`src/rtl/add_serial2b.sv`:
```
// Serial W-bit adder: consumes operands two bits per cycle, LSB slice first,
// through one 2-bit ripple slice, with a start/done handshake to the datapath.

module add_serial2b_fa (
    input  logic a,
    input  logic b,
    input  logic ci,
    output logic s,
    output logic co
);
    assign s  = a ^ b ^ ci;
    assign co = (a & b) | (ci & (a ^ b));
endmodule

module add_serial2b #(
    parameter int W = 8
) (
    input  logic         clk,
    input  logic         rst_b,
    input  logic         start,
    input  logic [W-1:0] x,
    input  logic [W-1:0] y,
    input  logic         ci,
    output logic         busy,
    output logic         done,
    output logic [W-1:0] z,
    output logic         co
);
    localparam int NS = W / 2;
    localparam int CW = (NS > 1) ? $clog2(NS) : 1;

    generate
        if (W < 2 || (W % 2) != 0) begin : g_bad_width
            $error("add_serial2b: W must be even and >= 2");
        end
    endgenerate

    typedef enum logic [1:0] {IDLE, RUN, DONE} state_t;

    state_t         state, state_nx;
    logic [W-1:0]   xs, ys, acc, acc_nx;
    logic           c;
    logic [CW-1:0]  cnt;
    logic           s0, s1, c1, c2;
    logic           accept, last;

    add_serial2b_fa u_fa0 (.a(xs[0]), .b(ys[0]), .ci(c),  .s(s0), .co(c1));
    add_serial2b_fa u_fa1 (.a(xs[1]), .b(ys[1]), .ci(c1), .s(s1), .co(c2));

    always_ff @(posedge clk or negedge rst_b) begin
        if (!rst_b) state <= IDLE;
        else        state <= state_nx;
    end

    always_comb begin
        state_nx = state;
        busy     = 1'b0;
        done     = 1'b0;
        accept   = 1'b0;
        last     = (cnt == CW'(NS - 1));
        // Sum register shifts right; the new slice lands in the top two bits.
        acc_nx            = acc >> 2;
        acc_nx[W-1 -: 2]  = {s1, s0};
        case (state)
            IDLE: begin
                accept = start;
                if (start) state_nx = RUN;
            end
            RUN: begin
                busy = 1'b1;
                if (last) state_nx = DONE;
            end
            DONE: begin
                done     = 1'b1;
                accept   = start;
                state_nx = start ? RUN : IDLE;
            end
            default: state_nx = IDLE;
        endcase
    end

    always_ff @(posedge clk or negedge rst_b) begin
        if (!rst_b) begin
            xs  <= '0;
            ys  <= '0;
            acc <= '0;
            c   <= 1'b0;
            cnt <= '0;
            z   <= '0;
            co  <= 1'b0;
        end else if (accept) begin
            xs  <= x;
            ys  <= y;
            acc <= '0;
            c   <= ci;
            cnt <= '0;
        end else if (state == RUN) begin
            xs  <= xs >> 2;
            ys  <= ys >> 2;
            acc <= acc_nx;
            c   <= c2;
            cnt <= cnt + 1'b1;
            if (last) begin
                z  <= acc_nx;
                co <= c2;
            end
        end
    end
endmodule

```
`config.mk`:
```
export PLATFORM = sky130hd
export DESIGN_NAME = add_serial2b
export DESIGN_NICKNAME = d
export VERILOG_FILES = /design/src/rtl/add_serial2b.sv
export SDC_FILE = /design/constraint.sdc
export NUM_CORES = 1
export LEC_CHECK = 0
export ABC_AREA = 1
export CAP_MARGIN = 20
export CORE_ASPECT_RATIO = 0.8
export CORE_MARGIN = 2
export CORE_UTILIZATION = 50
export CTS_BUF_LIST = sky130_fd_sc_hd__clkbuf_4 sky130_fd_sc_hd__clkbuf_8 sky130_fd_sc_hd__clkbuf_16
export DETAILED_ROUTE_END_ITERATION = 6
export PLACE_DENSITY = 0.84
export SLEW_MARGIN = 5
export SYNTH_ARGS = -nofsm -noshare
export SYNTH_HDL_FRONTEND = slang
export SYNTH_HIERARCHICAL = 1
export SYNTH_SLANG_ARGS = --single-unit
```
`constraint.sdc`:
```
create_clock -name clk -period 1.76 [get_ports clk]
set_input_delay 0.528 -clock clk [delete_from_list [all_inputs] [get_ports clk]]
set_output_delay 0.528 -clock clk [all_outputs]
set_load 0.01 [all_outputs]
```
==> results of run 1 <==
[repair_timing]
item,CTS,global route
gates cloned,0,0
endpoints found under the setup margin,2,4
buffers inserted,0,0
hold endpoints to repair,0,0
resized for setup,2,5
[worst reg2reg max path, delay by kind of cell, from the launching register on]
kind	cells	cell delay (ns)
adders and majority gates	2	0.92
DFF	1	0.41
and+or+nand+nor	2	0.14
[layout by cell type, fill, tap and decap left out]
cell             instances
nand2_1                 77
nand3_1                 38
dfrtp_1                 36
clkdlybuf4s50_1         25
clkbuf_8                 5
buf_4                    5
inv_1                    4
dlymetal6s2s_1           3
nor2_4                   2
nand2_4                  2
o21ai_0                  2
fa_1                     2
inv_2                    1
nor2_1                   1
nand2_2                  1
nor2_2                   1
ha_1                     1
clkinv_2                 1
clkbuf_4                 1
dlygate4sd2_1            1
clkbuf_2                 1
buf_12                   1
[path summary, 6_finish.rpt]
path / start / to / slack (ns) / depth (start not counted)
max: co$_DFFE_PN0P_ / co / 0.06 / 1
min: acc[2]$_DFFE_PN0P_ / z[0]$_DFFE_PN0P_ / 0.48 / 2
max reg2reg: xs[0]$_DFFE_PN0P_ / acc[7]$_DFFE_PN0P_ / 0.18 / 4
min reg2reg: acc[2]$_DFFE_PN0P_ / z[0]$_DFFE_PN0P_ / 0.48 / 2
max in group asynchronous: rst_b / xs[4]$_DFFE_PN0P_ / 0.96 / 2
min in group asynchronous: rst_b / z[6]$_DFFE_PN0P_ / 0.61 / 2
[state kept, by name (all words and copies together), names as in the netlist]
register / cells
c: 1
acc: 6
ys: 8
state: 2
co: 1
z: 8
cnt: 2
xs: 8
[cell families after synthesis]
| group | count (synthesis) | share of synthesized area |
|---|---|---|
| adders and majority gates | 3 | 0.0331 |
| buffers and inverters | 12 | 0.0513 |
| and+or+nand+nor | 122 | 0.341 |
| AOI/OAI and AO/OA | 2 | 0.00631 |
| DFF | 36 | 0.568 |
[layer usage]
metal | up-vias | wire [um] | GRT usage
met2 | 44 | 1540 | 0.352
met1 | 604 | 1430 | 0.248
met5 | - | 0 | 0
met3 | 8 | 211 | 0.0761
met4 | 0 | 40 | 0.0714
li1 | 629 | - | -
[power breakdown]
part           switching [mW]  leakage [nW]  internal [mW]  total (mW)
Clock                   0.277        0.0445          0.284       0.562
Combinational           0.849         0.538          0.624        1.47
Sequential              0.223         0.457           1.20        1.42
[final cells by class]
type / count / area [um2]
clock buffer: 6 / 76.3
clock inverter: 1 / 5.00
fill: 267 / 1050
inverter: 5 / 18.8
multi-input combinational: 127 / 603
sequential: 36 / 901
tap: 40 / 50.0
timing repair buffer: 36 / 359
==> summary by stage, run 1 <==
Clock tree
The clock net sink count is 36. Buffers inserted during clock tree synthesis total 5. The number of buffers on the longest clock path is 2. The latest clock arrival within the worst-skew pair is a little under 0.3 ns. After clock tree synthesis, the clock-pin slew on the worst setup and hold paths is approximately 0.070 ns.

The cell sitting at the root of the clock tree is a clkbuf_8. TritonCTS built the clock tree. The H-tree depth is 2. The number of hold buffers added after CTS was 0.

Synth
The sequential-to-total area share from yosys stat is 0.568. Yosys printed 6 warnings. Sorting the synthesized cells by how often they occur yields nand2_1, nand3_1, dfrtp_1, buf_6, inv_1.

The post-synthesis register bit count is 36. The synthesized netlist net count is about 200. Synthesis produced 175 cells. In the post-synthesis netlist, the cell with the most instances is nand2_1. By area the synthesized netlist is led by dfrtp_1, nand2_1, nand3_1, buf_6, fa_1. In this run the cell area of the synthesized design comes to around 1600 um2. The number of enable-type register cells in the synthesized netlist is 0. The library cell with the largest summed area after synthesis is dfrtp_1.

The count of different cell masters after synthesis is 16. Among all flip-flop cells after synthesis, the most frequent one is dfrtp_1. The area share of the largest cell type after synthesis is 0.568. In this run the mean area of a mapped cell was ~9.1 um2. In the synthesized netlist the async set-or-reset flop fraction comes to 1.00.

Die
The effective utilization at floorplan is 0.518. The overall die area is 3640 um2. 31 I/O pins were placed.

The die outline width is about 67 um. The initialized floorplan defines 18 standard-cell rows. The vertical die dimension is around 54 um. The area inside the core boundary is about 3100 um2.

Placement
The number of buffers added on ports is 30. The worst slack at placement is slightly above 0.09 ns. Including well taps, the total number of placed cells is between 200 and 250. In this run the cell area measured after placement is approximately 1900 um2. The final estimated routing congestion in global placement is 0.736. The post-detailed-placement half-perimeter wirelength is approximately 2.1 mm.

Final layout
At the end of the flow the core is filled with cells to 0.657. From synthesis to final layout, the design area changed by 27.0%. The share of cells above drive strength 1 is 0.0995. After routing the design area is 2010 um2. The antenna diode count is 0. The finished layout holds roughly 250 standard cells, fillers aside. In the final design database the tool counted between 200 and 250 nets.

Global route
The via count of the first global-routing pass is roughly 1.2k. The total overflow left after global routing is 0. The first global-routing pass estimated between 5 and 6 mm of wire.

The number of antenna violations at the first check in global routing is 0. The overall track demand over capacity in global routing is 0.207. Entering global routing, the biggest net connects 37 pins.

STA
The hold violation count in the final report is 0. In the post-route analysis, the smallest setup slack over all paths is about 0.061 ns. Setup repair after global routing left no endpoint under its margin. After routing, the total negative slack on setup checks comes to 0 ns. The final critical path time including I/O delays and setup is 1.70 ns.

The tightest hold path in the finished design has a slack of 0.476 ns. The clock arrives with slightly below 0.007 ns of skew. Based on the critical path, the design can be clocked at up to 589 MHz. The relative max-transition margin is 0.791.

The max-slew violation count is 0. The post-route clock period utilization is 0.965. The setup-violating endpoint count in the final report is 0. For the pin with the worst max-slew slack, the measured transition is between 0.3 and 0.4 ns.

Critical path
The maximum fanout count along the critical path is 2. For this design, the slowest cell found on the critical path is clkdlybuf4s50_1. Together, buffers and inverters on the worst path number 1. The longest individual stage delay on the worst path is 0.54 ns.

The arrival time at the worst endpoint is ~1.2 ns. The required time at the endpoint of the critical path is around 1.2 ns. The signal on the critical path passes through clkdlybuf4s50_1. The critical path launch point type is a register. The worst setup path is captured at an output port. Grouping stages by cell kind, the critical path spends the most delay in buffers and inverters. The critical path is of the register to output port type.

Route
After detailed routing, the number of remaining DRC violations is 0. The length of the first detailed-routing pass in iterations is 5. The total vias in the final route is about 1.3k. After the first detailed-routing iteration, the DRC count stood at between 100 and 150. After detailed routing, the total wire length is between 3 and 4 mm. The average detailed-routed wire length per instance is around 13 um. In the routed layout, each cell is associated on average with a via count of around 5.1. The number of nets with antenna violations after routing is 0.

Pwr
Across the VDD grid, the largest voltage drop is 0.654 mV. The static leakage is roughly 1.0 nW. The power after layout is ~3.5 mW. Dividing total power by cell area gives a power density of about 1700 nW/um2.

Outcome
The run finished with clean final reports.

Hold path
The worst min-delay path category is register to register.

Run
The max-cap check violation count is 0.
No activity file was read; power rests on OpenSTA's default activity.
==> run 2, diff against run 1 <==
- CORE_UTILIZATION: 50 -> 38
- PLACE_DENSITY: 0.84 -> 0.68
- RECOVER_POWER: default -> 100
==> summary by stage, run 2 (synthesis gave the netlist of run 1 again) <==
Final layout
The number of fillers in the final layout is 404 (+51%). The final net count was 233 (-0.43%). The share of the core filled with cells in the final layout is 0.522 (-0.135). The library cells used most frequently in the layout, excluding fill and tap cells, are nand2_1, nand3_1, dfrtp_1. The antenna diode count came to 0 (unchanged). The largest registers in the layout are xs: 8 flops, ys: 8 flops, z: 8 flops.

Leaving out fill and tap cells, the most frequent cell in the layout is nand2_1. The area added between synthesis and finish is 28.5%. The share of cells above drive strength 1 is 0.0948 (-0.00474).

Global route
The final global-route overflow total was 0 (unchanged). The largest net degree at the start of global routing was 37 (unchanged). The global-route wire length before repair came to 5.38 mm (-0.89%).

The overall track demand over capacity in global routing is 0.154 (-0.0536). The number of antenna violations at the first check in global routing came to 0 (unchanged). The via count of the first global-routing pass is 1220 (+0.91%).

Clock tree
The hold buffer count at cts is 0 (unchanged). The number of buffers inserted during clock tree synthesis is 5 (unchanged). The number of buffers on the longest clock path is 2 (unchanged). The latest clock arrival within the worst-skew pair is 0.29 ns (about the same). Clock tree synthesis selected as its root buffer the cell clkbuf_8.

The clock-pin slew on the worst setup and hold paths was 0.07 ns (about the same). TritonCTS built the clock tree. The H-tree depth is 2 (unchanged).

The clock net sink count came to 36 (unchanged).

Critical path
The startpoint of the worst register-to-register path is xs[0]$_DFFE_PN0P_. The worst-path cell with the longest stage delay is clkdlybuf4s50_1. The length in cells of the worst reg-to-reg path is 4 (unchanged). The arrival time at the worst endpoint came to 1.18 ns (about the same). The maximum fanout count along the critical path is 2 (unchanged).

Broken down by cell family, the worst path's largest delay share belongs to buffers and inverters. The critical path goes through clkdlybuf4s50_1. The worst setup path is of the register to output port kind.

The end of the worst register-to-register path is acc[7]$_DFFE_PN0P_. The longest individual stage delay on the worst path was 0.54 ns (about the same). The worst setup path is captured at an output port. The total buffers and inverters traversed by the critical path is 1 (unchanged).

The critical path launch point type is a register. The worst-case register-to-register setup slack is 0.19 ns (about the same). The required time at the endpoint of the critical path is 1.23 ns (about the same).

STA
The maximum frequency from static timing analysis was 585 MHz (-0.61%). The relative max-transition margin is 0.428 (-0.363). The post-route clock period utilization is 0.971 (+0.00596). Setup repair after global routing left no endpoint under its margin. The final critical path time including I/O delays and setup is 1.71 ns (+0.0105 ns).

The setup-violating endpoint count in the final report came to 0 (unchanged). The worst hold slack came to 0.471 ns (-0.00486 ns). The post-route clock skew is 0.00673 ns (-0.0000799 ns). The max-slew violation count came to 0 (unchanged).

The aggregate negative setup slack is 0 ns (unchanged). The slew of the pin with the lowest slew margin is 0.858 ns (+0.545 ns). The hold violation count in the final report is 0 (unchanged).

Pwr
The switching fraction of total power is 0.364 (-0.0264). The part of the total power dissipated in sequential elements is 0.389 (-0.022). The design internal power came to 2.30 mW (+9.4%).

The power after layout is 3.62 mW (+4.8%). The share of total power in the clock network is 0.219 (+0.056). The net switching component of the power is 1.32 mW (-2.3%). The worst voltage drop across the vdd grid is 0.772 mV (+18%). The relative contribution of combinational cells to total power came to 0.392 (-0.035). The total power per unit cell area is 1780 nW/um2 (+3.6%).

The static leakage is 1.01 nW (-3.1%).

Hold path
The worst hold path terminates at z[0]$_DFFE_PN0P_. The worst hold path begins at acc[2]$_DFFE_PN0P_. The cell count of the worst hold path is 2 (unchanged). The worst min-delay path category is register to register.

Die
The effective utilization at floorplan is 0.406 (-0.111). The vertical die dimension was 61.8 um (+14%). The boundary pin count is 31 (unchanged).

The overall die area is 4710 um2 (+29%). The die outline width is 76.2 um (+14%). The area inside the core boundary was 3900 um2 (+27%).

The count of standard-cell rows is 20 (+2).

Route
The total vias in the final route came to 1229 (-4.4%). The remaining design rule violation count was 0 (unchanged). The average detailed-routed wire length per instance is 11.6 um (-9.8%). The length of the first detailed-routing pass in iterations was 4 (-1). The detailed-route vias per instance is 4.62 (-9.8%). The first-iteration detailed-routing DRC count was 84 (-33%).

The total routed wirelength is 3.08 mm (-4.4%). The number of nets with antenna violations after routing is 0 (unchanged).

Placement
The post-detailed-placement half-perimeter wirelength is 1.97 mm (-6.6%). The number of buffers added on ports is 30 (unchanged). The final estimated routing congestion in global placement came to 0.762 (+3.5%).

Outcome
The flow ran to the end, and the final reports show no timing, DRC or antenna violations.

Run
The max-cap check violation count is 0 (unchanged).
[run 2: power by group through the flow]
| stage | Sequential (mW) | Clock (mW) | Combinational (mW) |
|---|---|---|---|
| CTS | 1.41 | 0.816 | 1.48 |
| global placement | 1.42 | 0 | 1.47 |
| global route | 1.46 | 0.860 | 1.62 |
| floorplan | 1.44 | 0 | 0.989 |
| detailed placement | 1.43 | 0 | 1.49 |
| finish | 1.41 | 0.794 | 1.42 |
[run 2: stage by stage]
stage          setup WS (ns)  instance area [um2]  instances
2_1_floorplan          0.275                 1590        175
3_3_place_gp           0.118                 1940        258
3_5_place_dp          0.0999                 1940        258
4_1_cts               0.0302                 2070        266
5_1_grt             0.000268                 2040        266
6_report              0.0504                 2040        266
[run 2: layout make-up]
cell class                 count  area [um2]  share of cell area
clock inverter                 1        30.0              0.0147
inverter                       5        18.8             0.00921
timing repair buffer          35         334               0.164
multi-input combinational    127         588               0.289
tap                           55        68.8              0.0338
clock buffer                   7        96.3              0.0473
sequential                    36         901               0.442
[run 2: metal layers]
layer | vias up | wire, um | track usage
met4 | 0 | 61 | 0.0779
li1 | 629 | - | -
met1 | 569 | 1490 | 0.190
met3 | 5 | 168 | 0.0621
met5 | - | 0 | 0
met2 | 26 | 1370 | 0.240
[run 2: worst max-delay path by stage]
stage,endpoint,slack [ns],from,depth (start not counted)
floorplan,acc[7]$_DFFE_PN0P_,0.28,xs[0]$_DFFE_PN0P_,4
global placement,done,0.12,state[1]$_DFFE_PN0P_,3
detailed placement,cnt[0]$_DFFE_PN0P_,0.1,start,4
CTS,z[2],0.03,z[2]$_DFFE_PN0P_,1
global route,z[5],0.0003,z[5]$_DFFE_PN0P_,1
finish,z[5],0.05,z[5]$_DFFE_PN0P_,1
[run 2: timing repair]
action                     4_1_cts  5_1_grt
resized for setup                2        2
pin swaps                        0        0
setup buffers                    0        0
setup endpoints to repair        2        2
[run 2: worst min-delay path: cells and delay by family, from the launching register on]
kind,cells,cell delay (ns)
DFF,1,0.35
and+or+nand+nor,2,0.09
==> run 3, diff against run 2 <==
- HOLD_SLACK_MARGIN: default -> 0.1
- SLEW_MARGIN: 5 -> 20
==> results of run 3 <==
The final DEF is identical to that of run 2; final timing and power are the same.
